File: config.mk
export PLATFORM = sky130hd
export DESIGN_NAME = peridot_board_i2crom
export DESIGN_NICKNAME = d
export VERILOG_FILES = /design/src/rtl/peridot_board_i2crom.sv
export SDC_FILE = /design/constraint.sdc
export NUM_CORES = 1
export LEC_CHECK = 0
export ABC_AREA = 1
export BUFFER_PORTS_ARGS = -buffer_cell sky130_fd_sc_hd__buf_2
export CORE_MARGIN = 2
export CORE_UTILIZATION = 35
export DETAILED_ROUTE_END_ITERATION = 10
export PLACE_DENSITY_LB_ADDON = 0.05
export SLEW_MARGIN = 20
export SYNTH_ARGS = -nofsm -noshare
export SYNTH_HDL_FRONTEND = slang
export SYNTH_SLANG_ARGS = --single-unit
File: constraint.sdc
create_clock -name clk -period 1.55 [get_ports clk]
set_input_delay 0.0775 -clock clk [delete_from_list [all_inputs] [get_ports clk]]
set_output_delay 0.0775 -clock clk [all_outputs]
set_load 0.02 [all_outputs]
File: src/rtl/peridot_board_i2crom.sv
// peridot_board_i2crom: read-only 24Cxx-style I2C slave exposing the 32-byte board serial-rom image.
// Optional SCL stretching while the rom image is not ready: define PERIDOT_I2CROM_CLKSTRETCH_EN.
`default_nettype none

module peridot_board_i2crom #(
    parameter logic [6:0] DEVICE_ADDRESS = 7'h50,
    parameter int         FILTER_STAGES  = 3
) (
    input  logic       clk,
    input  logic       reset_n,
    input  logic       rom_ready,
    output logic [4:0] byteaddr,
    input  logic [7:0] bytedata,
    input  logic       scl_i,
    input  logic       sda_i,
    output logic       sda_oe,
    output logic       scl_oe,
    output logic       busy
);

    localparam logic [3:0] C_FILT_LAST = 4'(FILTER_STAGES - 1);

    typedef enum logic [2:0] {
        S_IDLE, S_DEVADDR, S_ACK_DEV, S_WORDADDR, S_ACK_WORD, S_WRDATA, S_READ, S_MACK
    } state_t;

    logic [1:0] w_pin;
    logic [1:0] w_filt;

    assign w_pin = {sda_i, scl_i};

    // Index 0 is SCL, index 1 is SDA; filtered levels idle high.
    for (genvar gi = 0; gi < 2; gi++) begin : g_filter
        logic       r_sync1;
        logic       r_sync2;
        logic       r_level;
        logic [3:0] r_cnt;

        always_ff @(posedge clk or negedge reset_n) begin
            if (!reset_n) begin
                r_sync1 <= 1'b1;
                r_sync2 <= 1'b1;
                r_level <= 1'b1;
                r_cnt   <= 4'd0;
            end else begin
                r_sync1 <= w_pin[gi];
                r_sync2 <= r_sync1;
                if (r_sync2 == r_level) begin
                    r_cnt <= 4'd0;
                end else if (r_cnt == C_FILT_LAST) begin
                    r_level <= r_sync2;
                    r_cnt   <= 4'd0;
                end else begin
                    r_cnt <= r_cnt + 4'd1;
                end
            end
        end

        assign w_filt[gi] = r_level;
    end

    state_t     r_state, w_state_nxt;
    logic [3:0] r_bitcnt, w_bitcnt_nxt;
    logic [7:0] r_shift, w_shift_nxt;
    logic [4:0] r_ptr, w_ptr_nxt;
    logic       r_inc, w_inc_nxt;
    logic       r_sda_oe, w_sda_oe_nxt;
    logic       r_scl_oe, w_scl_oe_nxt;
    logic       r_busy, w_busy_nxt;
    logic       r_rw, w_rw_nxt;
    logic       r_scl_d, r_sda_d;

    logic w_scl, w_sda, w_scl_rise, w_scl_fall, w_start, w_stop;

    assign w_scl      = w_filt[0];
    assign w_sda      = w_filt[1];
    assign w_scl_rise = w_scl & ~r_scl_d;
    assign w_scl_fall = ~w_scl & r_scl_d;
    assign w_start    = w_scl & r_scl_d & r_sda_d & ~w_sda;
    assign w_stop     = w_scl & r_scl_d & ~r_sda_d & w_sda;

    always_comb begin
        w_state_nxt  = r_state;
        w_bitcnt_nxt = r_bitcnt;
        w_shift_nxt  = r_shift;
        w_ptr_nxt    = r_inc ? r_ptr + 5'd1 : r_ptr;
        w_inc_nxt    = 1'b0;
        w_sda_oe_nxt = r_sda_oe;
        w_scl_oe_nxt = r_scl_oe;
        w_busy_nxt   = r_busy;
        w_rw_nxt     = r_rw;

        if (w_stop) begin
            w_state_nxt  = S_IDLE;
            w_sda_oe_nxt = 1'b0;
            w_scl_oe_nxt = 1'b0;
            w_busy_nxt   = 1'b0;
        end else if (w_start) begin
            w_state_nxt  = S_DEVADDR;
            w_bitcnt_nxt = 4'd0;
            w_sda_oe_nxt = 1'b0;
            w_scl_oe_nxt = 1'b0;
        end else begin
            case (r_state)
                S_DEVADDR: begin
                    if (r_scl_oe) begin
                        // Stretching: the ACK is driven as SCL is released.
                        if (rom_ready) begin
                            w_scl_oe_nxt = 1'b0;
                            w_sda_oe_nxt = 1'b1;
                            w_busy_nxt   = 1'b1;
                            w_rw_nxt     = r_shift[0];
                            w_state_nxt  = S_ACK_DEV;
                        end
                    end else if (w_scl_rise && r_bitcnt != 4'd8) begin
                        w_shift_nxt  = {r_shift[6:0], w_sda};
                        w_bitcnt_nxt = r_bitcnt + 4'd1;
                    end else if (w_scl_fall && r_bitcnt == 4'd8) begin
                        if (r_shift[7:1] != DEVICE_ADDRESS) begin
                            w_state_nxt = S_IDLE;
                        end else if (rom_ready) begin
                            w_sda_oe_nxt = 1'b1;
                            w_busy_nxt   = 1'b1;
                            w_rw_nxt     = r_shift[0];
                            w_state_nxt  = S_ACK_DEV;
                        end else begin
`ifdef PERIDOT_I2CROM_CLKSTRETCH_EN
                            w_scl_oe_nxt = 1'b1;
`else
                            w_state_nxt  = S_IDLE;
`endif
                        end
                    end
                end
                S_ACK_DEV: begin
                    if (w_scl_fall) begin
                        w_bitcnt_nxt = 4'd0;
                        if (!r_rw) begin
                            w_sda_oe_nxt = 1'b0;
                            w_state_nxt  = S_WORDADDR;
                        end else begin
                            w_shift_nxt  = bytedata;
                            w_inc_nxt    = 1'b1;
                            w_sda_oe_nxt = ~bytedata[7];
                            w_state_nxt  = S_READ;
                        end
                    end
                end
                S_WORDADDR: begin
                    if (w_scl_rise && r_bitcnt != 4'd8) begin
                        w_shift_nxt  = {r_shift[6:0], w_sda};
                        w_bitcnt_nxt = r_bitcnt + 4'd1;
                    end else if (w_scl_fall && r_bitcnt == 4'd8) begin
                        w_ptr_nxt    = r_shift[4:0];
                        w_sda_oe_nxt = 1'b1;
                        w_state_nxt  = S_ACK_WORD;
                    end
                end
                S_ACK_WORD: begin
                    if (w_scl_fall) begin
                        w_sda_oe_nxt = 1'b0;
                        w_state_nxt  = S_WRDATA;
                    end
                end
                S_READ: begin
                    if (w_scl_rise) begin
                        w_bitcnt_nxt = r_bitcnt + 4'd1;
                    end else if (w_scl_fall) begin
                        if (r_bitcnt == 4'd8) begin
                            w_sda_oe_nxt = 1'b0;
                            w_state_nxt  = S_MACK;
                        end else begin
                            w_shift_nxt  = {r_shift[6:0], 1'b0};
                            w_sda_oe_nxt = ~r_shift[6];
                        end
                    end
                end
                S_MACK: begin
                    if (w_scl_rise && w_sda) begin
                        w_state_nxt = S_IDLE;
                    end else if (w_scl_fall) begin
                        w_shift_nxt  = bytedata;
                        w_inc_nxt    = 1'b1;
                        w_sda_oe_nxt = ~bytedata[7];
                        w_bitcnt_nxt = 4'd0;
                        w_state_nxt  = S_READ;
                    end
                end
                default: ;
            endcase
        end
    end

    always_ff @(posedge clk or negedge reset_n) begin
        if (!reset_n) begin
            r_state  <= S_IDLE;
            r_bitcnt <= 4'd0;
            r_shift  <= 8'd0;
            r_ptr    <= 5'd0;
            r_inc    <= 1'b0;
            r_sda_oe <= 1'b0;
            r_scl_oe <= 1'b0;
            r_busy   <= 1'b0;
            r_rw     <= 1'b0;
            r_scl_d  <= 1'b1;
            r_sda_d  <= 1'b1;
        end else begin
            r_state  <= w_state_nxt;
            r_bitcnt <= w_bitcnt_nxt;
            r_shift  <= w_shift_nxt;
            r_ptr    <= w_ptr_nxt;
            r_inc    <= w_inc_nxt;
            r_sda_oe <= w_sda_oe_nxt;
            r_scl_oe <= w_scl_oe_nxt;
            r_busy   <= w_busy_nxt;
            r_rw     <= w_rw_nxt;
            r_scl_d  <= w_scl;
            r_sda_d  <= w_sda;
        end
    end

    assign byteaddr = r_ptr;
    assign sda_oe   = r_sda_oe;
    assign scl_oe   = r_scl_oe;
    assign busy     = r_busy;

endmodule

`default_nettype wire

## Yosys cells after proc, flatten, opt, wreduce, memory -nomap -nowiden

Cells that the tools add are included.

| operators by class | value |
|---|---|
| $add $sub $neg | 4 |
| multiply operators | 0 |
| div/mod/pow operators | 0 |
| $lt $le $gt $ge | 0 |
| equal/unequal tests | 43 |
| shift operators | 0 |
| multiplexer cells | 89 |
| bitwise gates (word level) | 17 |
| reductions and logical operators | 18 |

Operators with widths:

| cell | count |
|---|---|
| $mux W8 | 9 |
| $mux W3 | 16 |
| $mux W1 | 41 |
| $mux W4 | 10 |
| $ne A4 B4 Y1 const B | 10 |
| $pmux W8 S5 | 1 |
| $mux W5 | 6 |
| $ne A5 B5 Y1 const B | 5 |
| $reduce_and A12 Y1 | 2 |
| $ne A2 B2 Y1 const B | 10 |
| $pmux W4 S5 | 1 |
| $pmux W3 S6 | 1 |
| $ne A3 B3 Y1 const B | 5 |
| $add A4 B1 Y4 const B | 3 |
| $reduce_and A11 Y1 | 1 |
| $not A1 Y1 | 10 |
| $reduce_and A5 Y1 | 2 |
| $eq A3 B3 Y1 const B | 3 |
| $eq A4 B2 Y1 const B | 2 |
| $reduce_bool A8 Y1 | 1 |
| $and A1 B1 Y1 | 7 |
| $ne A7 B7 Y1 const B | 1 |
| $eq A3 B2 Y1 const B | 2 |
| $pmux W1 S6 | 1 |
| other kinds (14) | 21 |

| word-level totals | value |
|---|---|
| flip-flop bits (word level) | 41 |
| latch bits | 0 |
| bits in writable memories | 0 |
| bits in read-only memories | 0 |
| input bits | 13 |
| output and inout port bits | 8 |
| memories kept | 0 |

## Longest topological paths before layout

| logic depth | value |
|---|---|
| depth after elaboration | 9 |
| depth in mapped cells | 11 |

## Worst setup path before layout

Ideal clock, no wire load.

| path | value |
|---|---|
| kind | reg2reg |
| start | register g_filter[1].r_level |
| end | register r_state[0] |
| arrival time | 1416 ps |
| required time | 1433 ps |
| path slack | 17 ps |
| stages on the path, launching flop included | 11 |
| period minus slack after synthesis | 1533 ps |
| cell sequence | dfstp_2 > buf_2 > nand2_1 > nor2_4 > nor2_2 > nand2_1 > nand2_1 > nor2_1 > nand3_1 > nand2_1 > nand2_1 |

| on the way | value |
|---|---|
| word-level cells in the longest chain between the ends | 5 |
| elaborated cells on any way between the ends | 21 |
| classes of those cells | eq/ne: 11; mux: 4; bitwise: 3; reduce/logical: 3 |

Ends and longest elaborated chain:

| element | RTL line | RTL |
|---|---|---|
| start, declared | 36 | `logic r_level;` |
| start signal, assigned | 51 | `r_level <= r_sync2;` |
| $logic_and A1 B1 Y1 | 179 | `if (w_scl_rise && w_sda) begin` |
| $mux W3 | 179 |  |
| $pmux W3 S6 | 104 | `case (r_state)` |
| $mux W3 | 98 | `end else if (w_start) begin` |
| $mux W3 | 93 | `if (w_stop) begin` |
| end signal, assigned | 208 | `r_state <= w_state_nxt;` |
| end, declared | 62 | `state_t r_state, w_state_nxt;` |

Parallel ways exist; a longest one is shown, timed or not.
A chain may end at the register's enable or synchronous reset.

## Final worst setup path

| path | value |
|---|---|
| start | register r_scl_d |
| end | register r_state[1] |

| on the way | value |
|---|---|
| word-level cells in the longest chain between the ends | 7 |
| elaborated cells on any way between the ends | 28 |
| classes of those cells | eq/ne: 11; mux: 4; bitwise: 8; reduce/logical: 5 |

Ends and longest elaborated chain:

| element | RTL line | RTL |
|---|---|---|
| start, declared | 71 | `logic r_scl_d, r_sda_d;` |
| start signal, assigned | 217 | `r_scl_d <= w_scl;` |
| $not A1 Y1 | 77 | `assign w_scl_rise = w_scl & ~r_scl_d;` |
| $and A1 B1 Y1 | 77 |  |
| $logic_and A1 B1 Y1 | 179 |  |
| $mux W3 | 179 |  |
| $pmux W3 S6 | 104 |  |
| $mux W3 | 98 |  |
| $mux W3 | 93 |  |

Parallel ways exist; a longest one is shown, timed or not.

==> impl_metrics.env <==
export IMPL_via_per_inst=4.65
export IMPL_path_class="reg2reg"
export IMPL_tritoncts="done"
export IMPL_min_period_ns=1.58
export IMPL_htreeDepth=2
export IMPL_seq_area_frac_synth_pct=42.1
export IMPL_synth_mux_area_fraction_pct=0.813
export IMPL_postRouteAntennaNets=0
export IMPL_drv_slew=0
export IMPL_failed_checks="setup timing"
export IMPL_drtIter0Drc=109
export IMPL_rsz0062_at_grt="true"
export IMPL_clock_skew_ns=0.00644
export IMPL_grt_util_met2_pct=28.4
export IMPL_clock_fmax_mhz=634
export IMPL_wire_per_inst_um=12.5
export IMPL_synth_adder_area_share_pct=2.54
export IMPL_die_h_um=87.9
export IMPL_grt_overflow_total=0
export IMPL_drive_gt1_share_pct=41.1
export IMPL_rows=30
export IMPL_grt_pass1_vias=2206
export IMPL_synth_xor_area_share_pct=3.91
export IMPL_cts_root_buf="clkbuf_8"
export IMPL_p_total_uw=6620
export IMPL_synth_area_per_cell_um2=7.55
export IMPL_crit_chain="nand2_4, inv_2, nand2_4, nand2_2, inv_2, nand3_2, nand2_2, nor2_4, nand3_2, nand2_1"
export IMPL_postPlaceCellArea_mm2=0.00300
export IMPL_syn_cell_area_mm2=0.00246
export IMPL_yosysTopAreaCell="dfrtp_1"
export IMPL_synth_top_family_by_area="simple AND/OR/NAND/NOR gates"
export IMPL_hold_violations=0
export IMPL_synth_top_area_share_pct=33.5
export IMPL_cts_max_path_buffers=2
export IMPL_cts_buffers=5
export IMPL_core_mm2=0.00679
export IMPL_hold_path_class="in2reg"
export IMPL_gp_congestion=0.885
export IMPL_dr_pass1_iters=5
export IMPL_critPathLaunchType="register"
export IMPL_drv_cap=0
export IMPL_grt_pass1_wl_um=10100
export IMPL_crit_family="simple AND/OR/NAND/NOR gates"
export IMPL_postSynthCellCount=326
export IMPL_slew_headroom_pct=70.1
export IMPL_required_ns=1.79
export IMPL_yosys_area_share_simple_pct=39.0
export IMPL_grt_max_degree=25
export IMPL_syn_to_final_growth_pct=42.4
export IMPL_grt_use_met1_pct=22.2
export IMPL_synthTopCellsByArea="dfrtp_1, nand2_1, dfstp_2"
export IMPL_numPortBuffers=20
export IMPL_initial_core_util_pct=36.2
export IMPL_syn_nets=344
export IMPL_cp_num_buf_inv=2
export IMPL_clk_latency_ns=0.30
export IMPL_setup_viol=9
export IMPL_clock_sinks=41
export IMPL_path_clk_slew_ns=0.08
export IMPL_busiest_layer="met2"
export IMPL_synth_seq_cells=41
export IMPL_cp_arrival_ns=1.82
export IMPL_p_leak_uw=0.00176
export IMPL_synth_compound_area_share_pct=6.00
export IMPL_antenna_found_initial=0
export IMPL_max_vdd_ir_drop_mv=0.748
export IMPL_slowest_delay_ns=0.61
export IMPL_n_antenna_cell=0
export IMPL_synthDistinctLibCells=30
export IMPL_die_w_um=87.9
export IMPL_status="finished, violations left"
export IMPL_end_kind="register"
export IMPL_cp_max_fo=5
export IMPL_use_met3_pct=3.11
export IMPL_power_density_mw_per_mm2=1890
export IMPL_cp_slowest_cell="dfstp_2"
export IMPL_final_cell_area_mm2=0.00351
export IMPL_worstMarginPinSlew_ns=0.448
export IMPL_worst_slack_ns=-0.0275
export IMPL_final_nets=423
export IMPL_boundaryPins=21
export IMPL_placedCellCount=480
export IMPL_drc=0
export IMPL_fin_tns_setup_ns=-0.132
export IMPL_yosysWarningCount=0
export IMPL_dieArea_mm2=0.00772
export IMPL_dp_hpwl_um=4610
export IMPL_via_count=2332
export IMPL_wl_um=6290
export IMPL_post_route_period_util_pct=102
export IMPL_stdcell_count=502
export IMPL_grt_usage_pct=17.0
==> flip-flops by register name, summed over array words and instances, names as in the netlist <==
name and flops:
g_filter.r_level 2, g_filter.r_sync2 2, r_state 3, r_shift 8, g_filter.r_sync1 2, r_scl_d 1
r_inc 1, busy 1, scl_oe 1, g_filter.r_cnt 8, sda_oe 1, r_bitcnt 4
r_sda_d 1, byteaddr 5, r_rw 1
==> cell type report <==
type	instances	area (um2)
Multi-Input combinational cell	252	1540
Inverter	28	108
Timing Repair Buffer	77	587
Clock buffer	6	72.6
Fill cell	652	3290
Sequential cell	41	1040
Clock inverter	2	38.8
Tap cell	96	120
==> what timing repair did <==
action | CTS | global route
buffers inserted | 3 | 8
gates resized for setup | 30 | 47
pin swaps | 9 | 29
endpoints found under the setup margin | 22 | 23
hold buffers | 3 | 0
endpoints found under the hold margin | 19 | 0
==> cells in the final DEF, fill, tap and decap left out, types with 2 or more instances in the layout <==
master,instances
a21oi_1,9
buf_12,2
buf_2,20
buf_4,45
buf_6,7
clkbuf_8,5
dfrtp_1,31
dfrtp_2,2
dfstp_2,8
dlygate4sd3_1,3
ha_1,4
inv_1,19
inv_2,8
mux2i_1,2
nand2_1,86
nand2_2,18
nand2_4,7
nand3_1,14
nand3_2,9
nand3_4,5
nand3b_1,2
nand4_1,11
nor2_1,28
nor2_2,8
nor2_4,13
o21ai_0,12
o21ai_1,5
xnor2_1,5
xor2_1,6
==> stage by stage <==
step	setup slack, ns	hold WS [ns]	util (%)
floorplan	0.0173	-0.218	-
global placement	-0.160	0.0585	44.1
detailed placement	-0.138	0.0557	44.1
CTS	0.00392	0.0243	48.2
global route	-0.133	0.0439	51.6
finish	-0.0275	0.0277	51.6
==> logic make-up after synthesis <==
logic type | after synthesis
AND/OR/NAND/NOR | 205
multiplexers | 2
adder cells (fa/ha/maj) | 5
buffers and inverters | 33
flip-flops | 41
AO/OA/AOI/OAI | 29
XOR/XNOR | 11
==> worst paths after layout <==
path / startpoint / endpoint / slack, ns / depth (start not counted)
max in group asynchronous: reset_n / r_scl_d / 0.74 / 3
min reg2reg: g_filter[0].r_sync1 / g_filter[0].r_sync2 / 0.36 / 0
max reg2reg: r_scl_d / r_state[1] / -0.03 / 10
max: r_scl_d / r_state[1] / -0.03 / 10
min in group asynchronous: reset_n / byteaddr[3] / 0.25 / 2
min: rom_ready / scl_oe / 0.03 / 2
==> cell usage after synthesis <==
cell type	count
nand2_2	3
nand3b_2	1
o21ai_1	4
ha_1	5
nor2_1	40
dfrtp_1	33
nand4_1	11
inv_1	21
inv_2	6
inv_4	1
buf_4	3
nor3_4	1
nor2_4	4
mux2i_1	2
and3_1	1
nor2_2	5
nand2_1	105
xor2_1	6
nand3b_1	2
nand3_1	25
nand2_4	3
xnor2_1	5
a211oi_1	1
nand3_4	1
a21oi_1	11
dfstp_2	8
nand3_2	2
buf_2	2
or2_2	1
o21ai_0	13
==> where the power goes <==
part	total (uW)	switching, uW	internal [uW]
Clock	872	388	484
Sequential	1810	340	1470
Combinational	3930	2230	1710
Total	6620	2950	3660
==> layer usage <==
metal	share of wire (%)	routed length, um	up-vias
li1	-	-	1211
met1	46	2880	1072
met2	49	3080	39
met3	3.0	189	10
met4	2.2	140	0
met5	0	0	-
Note: power is estimated with default switching activity, not from simulation.
